==> src/rtl/bcd_scan_counter.sv <==
// Prescaled multi-digit BCD up/down counter with modulus, load, carry and a registered 7-segment digit scanner.
// Optional build macro BCD_CNT_BLANK_EN: blank leading zero digits (digit 0 always shown).
module bcd_scan_counter #(
  parameter int DIV      = 50,
  parameter int DIGITS   = 2,
  parameter int MODULUS  = 60,
  parameter int SCAN_DIV = 1
) (
  input  logic                  clk,
  input  logic                  rst,
  input  logic                  en,
  input  logic                  up,
  input  logic                  load,
  input  logic [4*DIGITS-1:0]   load_val,
  output logic [4*DIGITS-1:0]   value,
  output logic                  tick,
  output logic                  carry,
  output logic [2:0]            sel,
  output logic [7:0]            seg
);

  localparam int W  = 4 * DIGITS;
  localparam int PW = (DIV > 2) ? $clog2(DIV) : 1;
  localparam int SW = (SCAN_DIV > 2) ? $clog2(SCAN_DIV) : 1;

  function automatic logic [W-1:0] to_bcd(input int v);
    int r;
    r = v;
    to_bcd = '0;
    for (int i = 0; i < DIGITS; i++) begin
      to_bcd[4*i +: 4] = 4'(r % 10);
      r = r / 10;
    end
  endfunction

  // Top of the count range in BCD; with valid digits a BCD compare equals a numeric compare.
  localparam logic [W-1:0] MAX_BCD = to_bcd(MODULUS - 1);

  function automatic logic [7:0] seg_decode(input logic [3:0] d);
    case (d)
      4'd0:    seg_decode = 8'b00111111;
      4'd1:    seg_decode = 8'b00000110;
      4'd2:    seg_decode = 8'b01011011;
      4'd3:    seg_decode = 8'b01001111;
      4'd4:    seg_decode = 8'b01100110;
      4'd5:    seg_decode = 8'b01101101;
      4'd6:    seg_decode = 8'b01111101;
      4'd7:    seg_decode = 8'b00000111;
      4'd8:    seg_decode = 8'b01111111;
      4'd9:    seg_decode = 8'b01101111;
      default: seg_decode = 8'b01111001;
    endcase
  endfunction

  logic [PW-1:0] psc;
  logic          tick_cond;

  assign tick_cond = (psc == PW'(DIV - 1));

  always_ff @(posedge clk or negedge rst) begin
    if (!rst) psc <= '0;
    else if (tick_cond) psc <= '0;
    else psc <= psc + PW'(1);
  end

  logic [W-1:0] val_inc;
  logic [W-1:0] val_dec;
  logic         inc_c;
  logic         dec_b;
  logic         load_ok;

  always_comb begin
    val_inc = value;
    val_dec = value;
    inc_c   = 1'b1;
    dec_b   = 1'b1;
    load_ok = (load_val <= MAX_BCD);
    for (int i = 0; i < DIGITS; i++) begin
      if (inc_c) begin
        if (value[4*i +: 4] == 4'd9) val_inc[4*i +: 4] = 4'd0;
        else begin
          val_inc[4*i +: 4] = value[4*i +: 4] + 4'd1;
          inc_c = 1'b0;
        end
      end
      if (dec_b) begin
        if (value[4*i +: 4] == 4'd0) val_dec[4*i +: 4] = 4'd9;
        else begin
          val_dec[4*i +: 4] = value[4*i +: 4] - 4'd1;
          dec_b = 1'b0;
        end
      end
      if (load_val[4*i +: 4] > 4'd9) load_ok = 1'b0;
    end
  end

  // An invalid load still takes priority: the value holds and the tick step is lost.
  always_ff @(posedge clk or negedge rst) begin
    if (!rst) begin
      value <= '0;
      tick  <= 1'b0;
      carry <= 1'b0;
    end else begin
      tick  <= tick_cond;
      carry <= 1'b0;
      if (load) begin
        if (load_ok) value <= load_val;
      end else if (tick_cond && en) begin
        if (up) begin
          if (value == MAX_BCD) begin
            value <= '0;
            carry <= 1'b1;
          end else value <= val_inc;
        end else begin
          if (value == '0) begin
            value <= MAX_BCD;
            carry <= 1'b1;
          end else value <= val_dec;
        end
      end
    end
  end

  logic [SW-1:0] scan_cnt;
  logic [2:0]    scan_idx;
  logic          scan_step;

  assign scan_step = (scan_cnt == SW'(SCAN_DIV - 1));

  always_ff @(posedge clk or negedge rst) begin
    if (!rst) begin
      scan_cnt <= '0;
      scan_idx <= 3'd0;
    end else if (scan_step) begin
      scan_cnt <= '0;
      scan_idx <= (scan_idx == 3'(DIGITS - 1)) ? 3'd0 : scan_idx + 3'd1;
    end else begin
      scan_cnt <= scan_cnt + SW'(1);
    end
  end

  logic [3:0] cur_nib;
  logic [7:0] cur_seg;
`ifdef BCD_CNT_BLANK_EN
  logic       zero_run;
  logic       cur_blank;

  always_comb begin
    cur_nib   = value[3:0];
    zero_run  = 1'b1;
    cur_blank = 1'b0;
    for (int i = DIGITS - 1; i >= 0; i--) begin
      zero_run = zero_run && (value[4*i +: 4] == 4'd0);
      if (scan_idx == 3'(i)) begin
        cur_nib   = value[4*i +: 4];
        cur_blank = zero_run && (i != 0);
      end
    end
    cur_seg = cur_blank ? 8'b00000000 : seg_decode(cur_nib);
  end
`else
  always_comb begin
    cur_nib = value[3:0];
    for (int i = 0; i < DIGITS; i++) begin
      if (scan_idx == 3'(i)) cur_nib = value[4*i +: 4];
    end
    cur_seg = seg_decode(cur_nib);
  end
`endif

  // sel and seg come from the same index on the same edge so they never disagree.
  always_ff @(posedge clk or negedge rst) begin
    if (!rst) begin
      sel <= 3'b111;
      seg <= 8'b00111111;
    end else begin
      sel <= 3'd7 - scan_idx;
      seg <= cur_seg;
    end
  end

endmodule
==> config.mk <==
export PLATFORM = sky130hd
export DESIGN_NAME = bcd_scan_counter
export DESIGN_NICKNAME = d
export VERILOG_FILES = /design/src/rtl/bcd_scan_counter.sv
export SDC_FILE = /design/constraint.sdc
export NUM_CORES = 1
export LEC_CHECK = 0
export CAP_MARGIN = 25
export CORE_MARGIN = 2
export CORE_UTILIZATION = 25
export DETAILED_ROUTE_END_ITERATION = 6
export GPL_TIMING_DRIVEN = 0
export SLEW_MARGIN = 10
export SYNTH_ARGS = -nofsm -noshare
export SYNTH_HDL_FRONTEND = slang
export SYNTH_SLANG_ARGS = --single-unit
==> constraint.sdc <==
create_clock -name clk -period 4.2 [get_ports clk]
set_input_delay 1.05 -clock clk [delete_from_list [all_inputs] [get_ports clk]]
set_output_delay 1.05 -clock clk [all_outputs]
set_load 0.05 [all_outputs]
# After elaboration in Yosys (flattened, before gate mapping)
# Memories as Yosys holds them, arrays and structs flattened. A register that Yosys moved wholly into a read port is not among the register bits.
# Index checks and enable logic that the tools add are counted.
# totals
output_inout_bits,21
ramBits,0
memories,1
reg_bits,31
rom_bits,112
elab_cells,62
latchBits,0
# op_classes
eq_ne,7
n_mux,25
mul,0
n_lt_le_gt_ge,3
div,0
reduce_logical,9
shift,0
n_bitwise,0
add_sub_neg,8
# mem_list
memory,depth,word_bits,rd,rd_clocked_by_memory_dff,wr,line_no,text
(name not given),16,7,1,1,0,40,case (d)
# ops
cell,n
$mux 8,6
$mux 4,7
$mux 1,10
$add 4x1->4 const B,2
$eq 4x4->1 const B,2
$eq 8x7->1 const B,1
$gt 4x4->1 const B,2
$le 8x7->1 const B,1
$logic_not 4->1,2
$logic_not 8->1,1
$sub 4x1->4 const B,2
$add 6x1->6 const B,1
$eq 6x6->1 const B,1
$mux 6,1
$ne 4x1->1 const B,1
$reduce_and 4->1,1
$reduce_bool 4->1,1
$add 3x1->3 const B,1
$eq 3x1->1 const B,1
$mux 3,1
$sub 3x3->3 const A,1
$ne 2x1->1 const B,1
$reduce_and 2->1,1
$reduce_bool 2->1,1
3 further kinds,3

# Longest topological paths before layout
# Gate-level depths: netlist of the first run.
# depth
ltp_word,7
depth_mapped,7
mapped_depth_nobuf,6

# Least setup slack after synthesis of the first run
# Ideal clock, no wire load.
# synth_path
path_type,input port to flip-flop
from,in up
to,reg value[7]
setup_slack_ns,1.989
stages,5
t_required_ns,4.078
setup_time_ns,0.122
t_arrival_ns,2.090
n_path_buf,1
cell_sequence,buf_2 -> o31ai_1 -> a31oi_1 -> or4_1 -> a32o_1
# synth_between
elab_chain_len,3
elab_cells_between_ends,6
# synth_lines
element,line_no,text
start: declaration,12,"input logic up,"
$mux 8,109,if (up) begin
$mux 8,108,end else if (tick_cond && en) begin
$mux 8,106,if (load) begin
end signal: assignment,107,if (load_ok) value <= load_val;
end signal: assignment,113,end else value <= val_inc;
end signal: assignment,118,end else value <= val_dec;
end: declaration,15,"output logic [4*DIGITS-1:0] value,"
# Several ways; a longest one is shown, not always the timed one. The select of a mux whose other input is x is not followed.
# A chain may end at the register's enable or synchronous reset.

# Worst setup path in the final report of the first run
# layout_path
from,reg value[0]
to,out value[0]
# No word-level cell between the ends.

==> impl_metrics.py, run 1 <==
metrics = {
    "outcome": {
        "status": "complete, no violations",
    },
    "floorplan": {
        "die_x_microns": 90.6,
        "dieHeight_microns": 90.6,
        "core_area_sq_um": 7250,
        "die_area_sq_um": 8210,
        "initial_utilization_pct": 25.9,
        "rows": 31,
        "ios": 34,
    },
    "setup_path": {
        "critPathCaptureType": "primary output",
        "path_buf_inv": 1,
        "start_kind": "flip-flop",
        "path_class": "flip-flop to primary output",
        "arrival_ps": 1680,
        "path_cells": "clkdlybuf4s50_1",
        "slowest_stage": "clkdlybuf4s50_1",
        "worst_r2r_path_depth": 6,
        "reg2reg_slack_ps": 1930,
        "timing.rr.end": "value[7]$_DFFE_PN0P_",
        "worstPathRequired_ps": 3150,
        "path_delay_family": "buffers and inverters",
        "path_max_fanout": 10,
        "rr_startpoint": "value[0]$_DFFE_PN0P_",
        "max_stage_delay_ps": 870,
    },
    "clock_network": {
        "cts_tree": "yes",
        "cts.htree.levels": 2,
        "clk_pin_slew_ps": 70,
        "worstSkewPairLatency_ps": 290,
        "ctsRootBufferMaster": "clkbuf_8",
        "cts.repair.resized": 0,
        "clock-sinks": 29,
        "post-cts-setup-buffer-count": 0,
        "holdBufCountCts": 0,
        "numCtsBuffers": 5,
        "clock_path_buffers": 2,
    },
    "detailed_routing": {
        "final_antenna_net_count": 0,
        "drt_iter0_drc": 45,
        "wl_per_cell_microns": 13.1,
        "drc": 0,
        "drt_first_pass_iters": 4,
        "drt-vias-per-instance": 4.78,
        "wl_mm": 4.35,
        "vias": 1587,
    },
    "synthesis": {
        "synthArstFlopShare_pct": 100,
        "synth_top_cell_area_share_pct": 26.7,
        "synth.distinct_cells": 61,
        "synth.most_common_cell": "dfrtp_1",
        "synth_nets": 216,
        "yosys_warnings": 0,
        "synth-edff-count": 0,
        "synth.area.top_cells": "dfrtp_1 (27%), dfstp_2 (13%), ha_1 (6.7%)",
        "synth_commonest_cells": "dfrtp_1 (20), nand2_1 (15), inv_1 (14)",
        "synth_top_area_cell": "dfrtp_1",
        "synth-seq-cells": 29,
        "syn_avg_cell_area_sq_um": 9.72,
        "yosysSeqAreaShare_pct": 39.3,
        "syn_inst": 193,
        "syn-cell-area_sq_um": 1880,
        "ys.flop_type": "dfrtp_1",
    },
    "placement": {
        "place_hpwl_mm": 3.12,
        "dpl_worst_slack_ps": 1290,
        "port_buffers": 32,
        "dp_cells": 324,
        "place.gp.congestion": 0.899,
    },
    "worst_hold_path": {
        "worstHoldPathType": "flip-flop to flip-flop",
        "hold_depth": 1,
        "hp-start": "scan_idx[0]$_DFF_PN0_",
        "whs_endpoint": "sel[0]$_DFF_PN1_",
    },
    "final_layout": {
        "fill_cells": 764,
        "regArea_sq_um": 737,
        "drive_gt1_share_pct": 13.3,
        "multi_input_area_sq_um": 1030,
        "fin_nets": 255,
        "syn_to_final_growth_pct": 27.8,
        "stdcell_count": 332,
        "n_antenna_cell": 0,
    },
    "sta": {
        "fin_crit_sh_pct": 65.1,
        "slew_violations": 0,
        "final.setup_skew_ps": 8.43,
        "setup_violations": 0,
        "grt_setup_unrepaired": "no",
        "setup_slack_ps": 1470,
        "fin_tns_setup_ps": 0,
        "worstMarginPinSlew_ps": 612,
        "max_freq_mhz": 366,
        "finalCriticalPeriod_ps": 2730,
        "timing.slew.headroom_pct": 58.0,
        "hold_viol": 0,
    },
    "global_routing": {
        "grt_pass1_wl_mm": 7.49,
        "grt_max_degree": 30,
        "grt_pass1_vias": 1536,
        "antenna_found_initial": 0,
        "overflow": 0,
        "grtUsageTotal_pct": 11.3,
    },
    "pwr": {
        "leakage_nw": 1.02,
        "ir_worst_vdd_mv": 0.152,
        "power_mw": 1.36,
        "p_per_area_nw_per_um2": 569,
    },
    "job": {
        "maxCapViolations": 0,
    },
}
[stage by stage]
step	area (sq um)	hold slack [ps]	utilization, %
floorplan	1880	436	-
global route	2400	537	33.1
finish	2400	486	33.1
CTS	2400	486	33.1
global placement	2320	468	32.0
detailed placement	2310	472	31.9
[cells by family (layout without fill, tap and decap cells)]
| logic type | after synthesis | count (layout) | share of synthesized area [%] |
|---|---|---|---|
| flip-flops | 29 | 29 | 39.3 |
| AO/OA/AOI/OAI | 44 | 44 | 17.6 |
| other | 1 | 1 | 0.200 |
| buffers and inverters | 26 | 66 | 5.87 |
| adder cells (fa/ha/maj) | 10 | 10 | 6.67 |
| XOR/XNOR | 5 | 5 | 2.33 |
| multiplexers | 10 | 10 | 6.40 |
| AND/OR/NAND/NOR | 68 | 68 | 21.6 |
[area by class of cell]
type | instances | area share, %
Sequential cell | 29 | 30.7
Tap cell | 99 | 5.17
Inverter | 14 | 2.19
Multi-Input combinational cell | 138 | 42.9
Clock buffer | 6 | 3.03
Timing Repair Buffer | 32 | 13.2
Clock inverter | 2 | 0.418
Buffer | 12 | 2.40
[registers in the layout (all words and copies together), names as in the netlist]
| register | count |
|---|---|
| carry | 1 |
| seg | 7 |
| scan_idx | 3 |
| tick | 1 |
| psc | 6 |
| sel | 3 |
| value | 8 |
[worst max path at each step]
stage	startpoint	endpoint	slack [ps]	depth (start not counted)
CTS	value[0]$_DFFE_PN0P_	value[0]	1450	1
global route	value[0]$_DFFE_PN0P_	value[0]	1400	1
floorplan	up	value[7]$_DFFE_PN0P_	1990	5
detailed placement	up	value[3]$_DFFE_PN0P_	1290	6
global placement	up	value[3]$_DFFE_PN0P_	1280	6
finish	value[0]$_DFFE_PN0P_	value[0]	1470	1
[where the power goes]
part | internal [mW] | switching (mW) | total (mW)
sequential | 0.355 | 0.0521 | 0.407
combinational | 0.273 | 0.456 | 0.729
clock | 0.115 | 0.114 | 0.229
[layer usage]
metal	up-vias	wire length (microns)	GRT usage [%]
met5	-	0	0
met2	47	1920	17.0
met1	755	2090	15.1
li1	775	-	-
met3	10	235	2.67
met4	0	106	5.38
[cell usage in the layout (no fill, tap or decap), types with 4 or more instances in the layout]
master	count
nor2_1	10
xnor2_1	4
nand2b_1	6
buf_2	8
a2bb2oi_1	4
dfrtp_1	20
nand3_1	6
clkbuf_1	4
inv_1	14
ha_1	10
dfstp_2	9
o21ai_0	7
a31oi_1	4
nand2_1	15
nor3_1	5
clkdlybuf4s50_1	31
clkbuf_8	5
mux2i_1	6
(Power assumes the default switching activity.)
==> inputs of run 2 (changes only) <==
==> constraint.sdc (replaced) <==
create_clock -name clk -period 2.5 [get_ports clk]
set_input_delay 0.625 -clock clk [delete_from_list [all_inputs] [get_ports clk]]
set_output_delay 0.625 -clock clk [all_outputs]
set_load 0.05 [all_outputs]
==> results of run 2 <==
Same layout as run 1 (identical final DEF). Status: complete, no violations.
Among the figures that moved: setup slack after placement 1290 ps -> 18.4 ps; setup slack after layout 1470 ps -> 193 ps; hold slack 486 ps -> 361 ps; register-to-register setup slack 1930 ps -> 230 ps; total power 1.36 mW -> 2.29 mW; worst IR drop on VDD 0.152 mV -> 0.256 mV
